<file path="src/rtl/vecmac_accum.sv">
// vecmac_accum: accumulates lane-sum beats into saturating dot-product results behind a 2-entry output FIFO
module vecmac_accum #(
  parameter int ACC_W = 32,
  parameter int LEN_W = 16
) (
  input  logic             clk,
  input  logic             rst_n,
  input  logic             cfg_start,
  input  logic             cfg_stop,
  input  logic [LEN_W-1:0] cfg_len,
  input  logic             in_valid,
  input  logic [17:0]      in_sum,
  output logic             out_valid,
  input  logic             out_ready,
  output logic [ACC_W-1:0] out_acc,
  output logic             out_sat,
  output logic             busy,
  output logic             ovf_err,
  output logic             unexp_err
);
  typedef enum logic {IDLE, RUN} state_t;
  state_t state_q, state_d;
  logic [LEN_W-1:0] len_q, len_d, cnt_q, cnt_d;
  logic [ACC_W-1:0] acc_q, acc_d, h_acc_q, h_acc_d, t_acc_q, t_acc_d, nacc;
  logic [ACC_W:0] nxt;
  logic sat_q, sat_d, h_sat_q, h_sat_d, t_sat_q, t_sat_d;
  logic hv_q, hv_d, tv_q, tv_d, ovf_q, ovf_d, unexp_q, unexp_d;
  logic start, run, beat, last, clr, pop, nsat, drop, h_new, h_tail, t_new;
  always_comb begin
    start = cfg_start & ~cfg_stop;
    run = state_q == RUN;
    beat = run & in_valid & ~start;
    nxt = {1'b0, acc_q} + (ACC_W+1)'(in_sum);
    nsat = sat_q | nxt[ACC_W];
    nacc = nsat ? '1 : nxt[ACC_W-1:0];
    last = beat & (cnt_q == len_q - LEN_W'(1));
    clr = start | cfg_stop | last;
    pop = hv_q & out_ready;
    state_d = start ? RUN : cfg_stop ? IDLE : state_q;
    len_d = start ? (cfg_len == '0 ? LEN_W'(1) : cfg_len) : len_q;
    acc_d = clr ? '0 : beat ? nacc : acc_q;
    cnt_d = clr ? '0 : beat ? cnt_q + LEN_W'(1) : cnt_q;
    sat_d = ~clr & (beat ? nsat : sat_q);
    // a completion into a full FIFO survives only if the head leaves the same cycle
    drop = last & hv_q & tv_q & ~pop;
    ovf_d = ~start & (ovf_q | drop);
    unexp_d = ~start & (unexp_q | (~run & in_valid));
    h_new = last & (~hv_q | (pop & ~tv_q));
    h_tail = pop & tv_q;
    t_new = last & hv_q & (pop ? tv_q : ~tv_q);
    hv_d = last | (pop ? tv_q : hv_q);
    tv_d = last ? (pop ? tv_q : hv_q) : (pop ? 1'b0 : tv_q);
    h_acc_d = h_new ? nacc : h_tail ? t_acc_q : h_acc_q;
    h_sat_d = h_new ? nsat : h_tail ? t_sat_q : h_sat_q;
    t_acc_d = t_new ? nacc : t_acc_q;
    t_sat_d = t_new ? nsat : t_sat_q;
  end
  always_ff @(posedge clk or negedge rst_n) begin
    if (!rst_n) begin
      state_q <= IDLE;
      len_q <= '0;
      cnt_q <= '0;
      acc_q <= '0;
      sat_q <= 1'b0;
      hv_q <= 1'b0;
      tv_q <= 1'b0;
      h_acc_q <= '0;
      h_sat_q <= 1'b0;
      t_acc_q <= '0;
      t_sat_q <= 1'b0;
      ovf_q <= 1'b0;
      unexp_q <= 1'b0;
    end else begin
      state_q <= state_d;
      len_q <= len_d;
      cnt_q <= cnt_d;
      acc_q <= acc_d;
      sat_q <= sat_d;
      hv_q <= hv_d;
      tv_q <= tv_d;
      h_acc_q <= h_acc_d;
      h_sat_q <= h_sat_d;
      t_acc_q <= t_acc_d;
      t_sat_q <= t_sat_d;
      ovf_q <= ovf_d;
      unexp_q <= unexp_d;
    end
  end
  assign out_valid = hv_q;
  assign out_acc = h_acc_q;
  assign out_sat = h_sat_q;
  assign busy = state_q == RUN;
  assign ovf_err = ovf_q;
  assign unexp_err = unexp_q;
endmodule

</file>
<file path="config.mk">
export PLATFORM = sky130hd
export DESIGN_NAME = vecmac_accum
export DESIGN_NICKNAME = d
export VERILOG_FILES = /design/src/rtl/vecmac_accum.sv
export SDC_FILE = /design/constraint.sdc
export NUM_CORES = 1
export LEC_CHECK = 0
export BUFFER_PORTS_ARGS = -buffer_cell sky130_fd_sc_hd__clkbuf_2
export CAP_MARGIN = 20
export CORE_MARGIN = 2
export CORE_UTILIZATION = 57
export CTS_BUF_LIST = sky130_fd_sc_hd__clkbuf_8 sky130_fd_sc_hd__clkbuf_16
export DETAILED_ROUTE_END_ITERATION = 8
export PLACE_DENSITY = 0.82
export SLEW_MARGIN = 15
export SYNTH_ARGS = -nofsm -noshare
export SYNTH_HDL_FRONTEND = slang
export SYNTH_SLANG_ARGS = --single-unit
</file>
<file path="constraint.sdc">
create_clock -name clk -period 10 [get_ports clk]
set_clock_uncertainty 0.05 [all_clocks]
set_input_delay 1 -clock clk [delete_from_list [all_inputs] [get_ports clk]]
set_output_delay 1 -clock clk [all_outputs]
set_load 0.01 [all_outputs]
</file>
==> qor.txt <==
Initial Util -> 59.0%
Crit Path Category -> flip-flop to flip-flop
global route total overflow -> 0
initial antenna violation count -> 0
Leak -> 4.07 nW
FMAX -> 0.213 GHz
Routed wire per std cell -> 18.0 um
Worst Reg2Reg Path Length in Cells -> 11
critical path launch point -> len_q[0]
Final Hold Vio Count -> 0
largest net degree at the start of global routing -> 82
layout cell share with drive strength beyond 1 -> 19.5%
IO buf count -> 76
worst slew pin tran -> 1.01 ns
GP Congestion -> 0.989
Async SR Flop Fraction -> 100%
Final Slew Violations -> 0
drt pass-1 iters -> 5
Ant. Diodes -> 0
Final min period -> 4.70 ns
num rows -> 42
GR Util met1 -> 38.8%
ANT nets after route -> 0
Hold WC Path Type -> flip-flop to flip-flop
GR Util met2 -> 40.2%
power per cell area -> 143 mW/mm^2
Distinct cells, synth -> 68
Longest Clk Path Bufs -> 2
register area -> 0.00340 mm^2
H-tree levels -> 4
RSZ-0062 raised after global routing -> false
sequential fraction of the synthesis area -> 43.2%
Worst Setup End Kind -> flip-flop
Vias/cell -> 6.04
CP max FO -> 22
R2R Setup Slk -> 5.30 ns
combinational power share -> 9.3%
Die Height -> 122 um
Syn-to-layout area delta -> 13.1%
met3 Usage GRT -> 5.83%
hold path depth -> 2
final core utilization -> 66.7%
clock sinks -> 136
DRC viols -> 0
clock share of power -> 45.0%
Clock Tree Root -> clkbuf_16
DR vias -> 6273
Arrival @ worst endpoint -> 4.96 ns
placed insts -> 1007
gr usage total -> 26.8%
Synthesis Warnings -> 0
Synth Net Count -> 847
Max Cap Viol -> 0
Hold EP -> acc_q[11]
total die area -> 0.0148 mm^2
I/O pins -> 77
Net count, final -> 915
Net Switching -> 309 uW
Mapped Cells -> 784
fillers -> 1071
Primary FF master, synth -> dfrtp_1
relative slew slack -> 32.2%
Flop pwr share -> 45.7%
CTS Buf Count -> 17
status -> finished clean
post-CTS setup buffer count -> 0
setup_tns -> 0 ns
global-route wire length before repair -> 30800 um
internal power -> 960 uW
CTS Hold Buffers Added -> 0
number of global-route vias before repair -> 6005
worst vdd ir -> 130 uV
total chip power -> 1.27 mW
Tcrit/Tclk final -> 47.0%
CTS resizes -> 0
Syn Area/Cell -> 10.0 um^2
clock slew at reported path FFs -> 0.05 ns
grt peak-use layer -> met2
Die W -> 122 um
Core ar. -> 0.0133 mm^2
multi-input combinational cell area -> 0.00413 mm^2
initial drt markers -> 605
critical path startpoint category -> flip-flop
final non-filler cell total -> 1038
CTS tree -> built
#FFs+latches synth -> 136
worst endpoint required time -> 10.26 ns
mapped cell area -> 0.00787 mm^2
EDFF count, synth -> 0
worst reg2reg endpoint -> out_acc[13]
switch share -> 24.3%
DP HPWL -> 12400 um
final wirelength -> 18600 um
worst hold path startpoint -> acc_q[11]
Clock Latency Late Sink -> 0.42 ns
r2r startpoint -> len_q[0]
Final setup viols -> 0
[layout by cell type, fill, tap and decap left out, types with 3 or more instances in the layout]
| cell type | instances |
|---|---|
| nor3b_1 | 3 |
| mux2_2 | 37 |
| mux2i_1 | 71 |
| o2111ai_1 | 4 |
| inv_1 | 46 |
| clkbuf_8 | 3 |
| a211oi_1 | 7 |
| o21ai_0 | 41 |
| nand2_1 | 55 |
| xor2_1 | 21 |
| nand4_1 | 15 |
| xnor2_1 | 26 |
| nor3_1 | 17 |
| clkbuf_16 | 17 |
| a22o_1 | 15 |
| buf_4 | 7 |
| or3_1 | 8 |
| a21oi_1 | 34 |
| o21a_1 | 7 |
| a31oi_1 | 5 |
| o31ai_1 | 4 |
| nor4_1 | 12 |
| clkinv_2 | 3 |
| nor2b_1 | 3 |
| ha_1 | 21 |
| nand3_1 | 21 |
| and3_1 | 5 |
| a31o_2 | 5 |
| a21o_1 | 12 |
| o41ai_1 | 3 |
| clkbuf_2 | 75 |
| or2_2 | 4 |
| nor2_1 | 61 |
| mux2_4 | 6 |
| nand2b_1 | 5 |
| dfrtp_1 | 136 |
| and2_1 | 6 |
[per-layer routing]
metal  part of all wire [%]  up-vias
met5                      0        -
met4                    1.9        0
met3                    6.3       35
met2                     46      225
met1                     46     3049
li1                       -     2964
[synthesized netlist by cell type, types with 7 or more instances]
| cell | count | area (um^2) |
|---|---|---|
| ha_1 | 22 | 275 |
| a21o_1 | 12 | 90.1 |
| a22o_1 | 15 | 131 |
| xnor2_1 | 26 | 228 |
| mux2_2 | 37 | 417 |
| a211oi_1 | 7 | 52.6 |
| dfrtp_1 | 136 | 3400 |
| inv_1 | 41 | 154 |
| nor4_1 | 12 | 75.1 |
| nand3_1 | 21 | 105 |
| mux2i_1 | 71 | 711 |
| xor2_1 | 21 | 184 |
| nor2_1 | 61 | 229 |
| nand2_1 | 55 | 206 |
| nor3_1 | 17 | 85.1 |
| clkbuf_1 | 25 | 93.8 |
| nand4_1 | 15 | 93.8 |
| or3_1 | 8 | 50.1 |
| o21ai_0 | 42 | 210 |
| o21a_1 | 7 | 52.6 |
| a21oi_1 | 34 | 170 |
[through the flow]
stage | instance area, um^2 | hold WS (ns) | worst slack, ns
6_report | 8900 | 0.434 | 5.30
5_1_grt | 8900 | 0.450 | 5.09
4_1_cts | 8870 | 0.439 | 5.32
3_5_place_dp | 8340 | 0.426 | 5.34
3_3_place_gp | 8340 | 0.417 | 5.42
2_1_floorplan | 7870 | 0.404 | 6.32
[kinds of logic (layout without fill, tap and decap cells)]
kind of cell	Yosys count	after routing	share of synthesized area, %
xor gates and xnor gates	47	47	5.23
and+or+nand+nor	230	230	14.5
muxes	114	114	15.5
adders and majority gates	23	23	3.75
DFF	136	136	43.2
buffers and inverters	76	154	4.32
AOI/OAI and AO/OA	158	158	13.5
[worst max path at each step]
stage	end	slack, ns	cells past startpoint
after global routing	out_acc[2]	5.09	11
after detailed placement	out_acc[7]	5.34	10
after CTS	out_acc[7]	5.32	11
after floorplan	out_acc[14]	6.32	13
after global placement	out_acc[13]	5.42	10
final	out_acc[13]	5.30	11
[sequential cells by signal, summed over array words and instances, names as in the netlist]
| register | count |
|---|---|
| acc_q | 32 |
| out_acc | 32 |
| t_acc_q | 32 |
| cnt_q | 16 |
| len_q | 16 |
| busy | 1 |
| out_sat | 1 |
| out_valid | 1 |
| ovf_err | 1 |
| sat_q | 1 |
| t_sat_q | 1 |
| tv_q | 1 |
| unexp_err | 1 |
[area by class of cell]
class | count | area share [%]
Tap cell | 176 | 2.47
Clock buffer | 20 | 5.24
Clock inverter | 9 | 0.717
Sequential cell | 136 | 38.2
Multi-Input combinational cell | 572 | 46.4
Inverter | 41 | 1.73
Timing Repair Buffer | 84 | 5.16
[power groups by stage]
stage | Clock, mW | Sequential (mW) | Combinational [mW]
global route | 0.603 | 0.582 | 0.130
global placement | 0 | 0.588 | 0.115
CTS | 0.575 | 0.579 | 0.117
floorplan | 0 | 0.582 | 0.0809
finish | 0.572 | 0.580 | 0.118
detailed placement | 0 | 0.589 | 0.116
[critical path, stage by stage, from the launching register on]
cell and delay (ns):
dfrtp_1 0.46, inv_1 0.09, ha_1 0.24, or4b_1 0.52, or2_1 0.31, o32a_1 0.35, nor3_1 0.22, o311a_1 0.20
or4b_1 0.67, a21oi_4 0.56, buf_4 0.50, mux2_2 0.39
(Power assumes the default switching activity.)
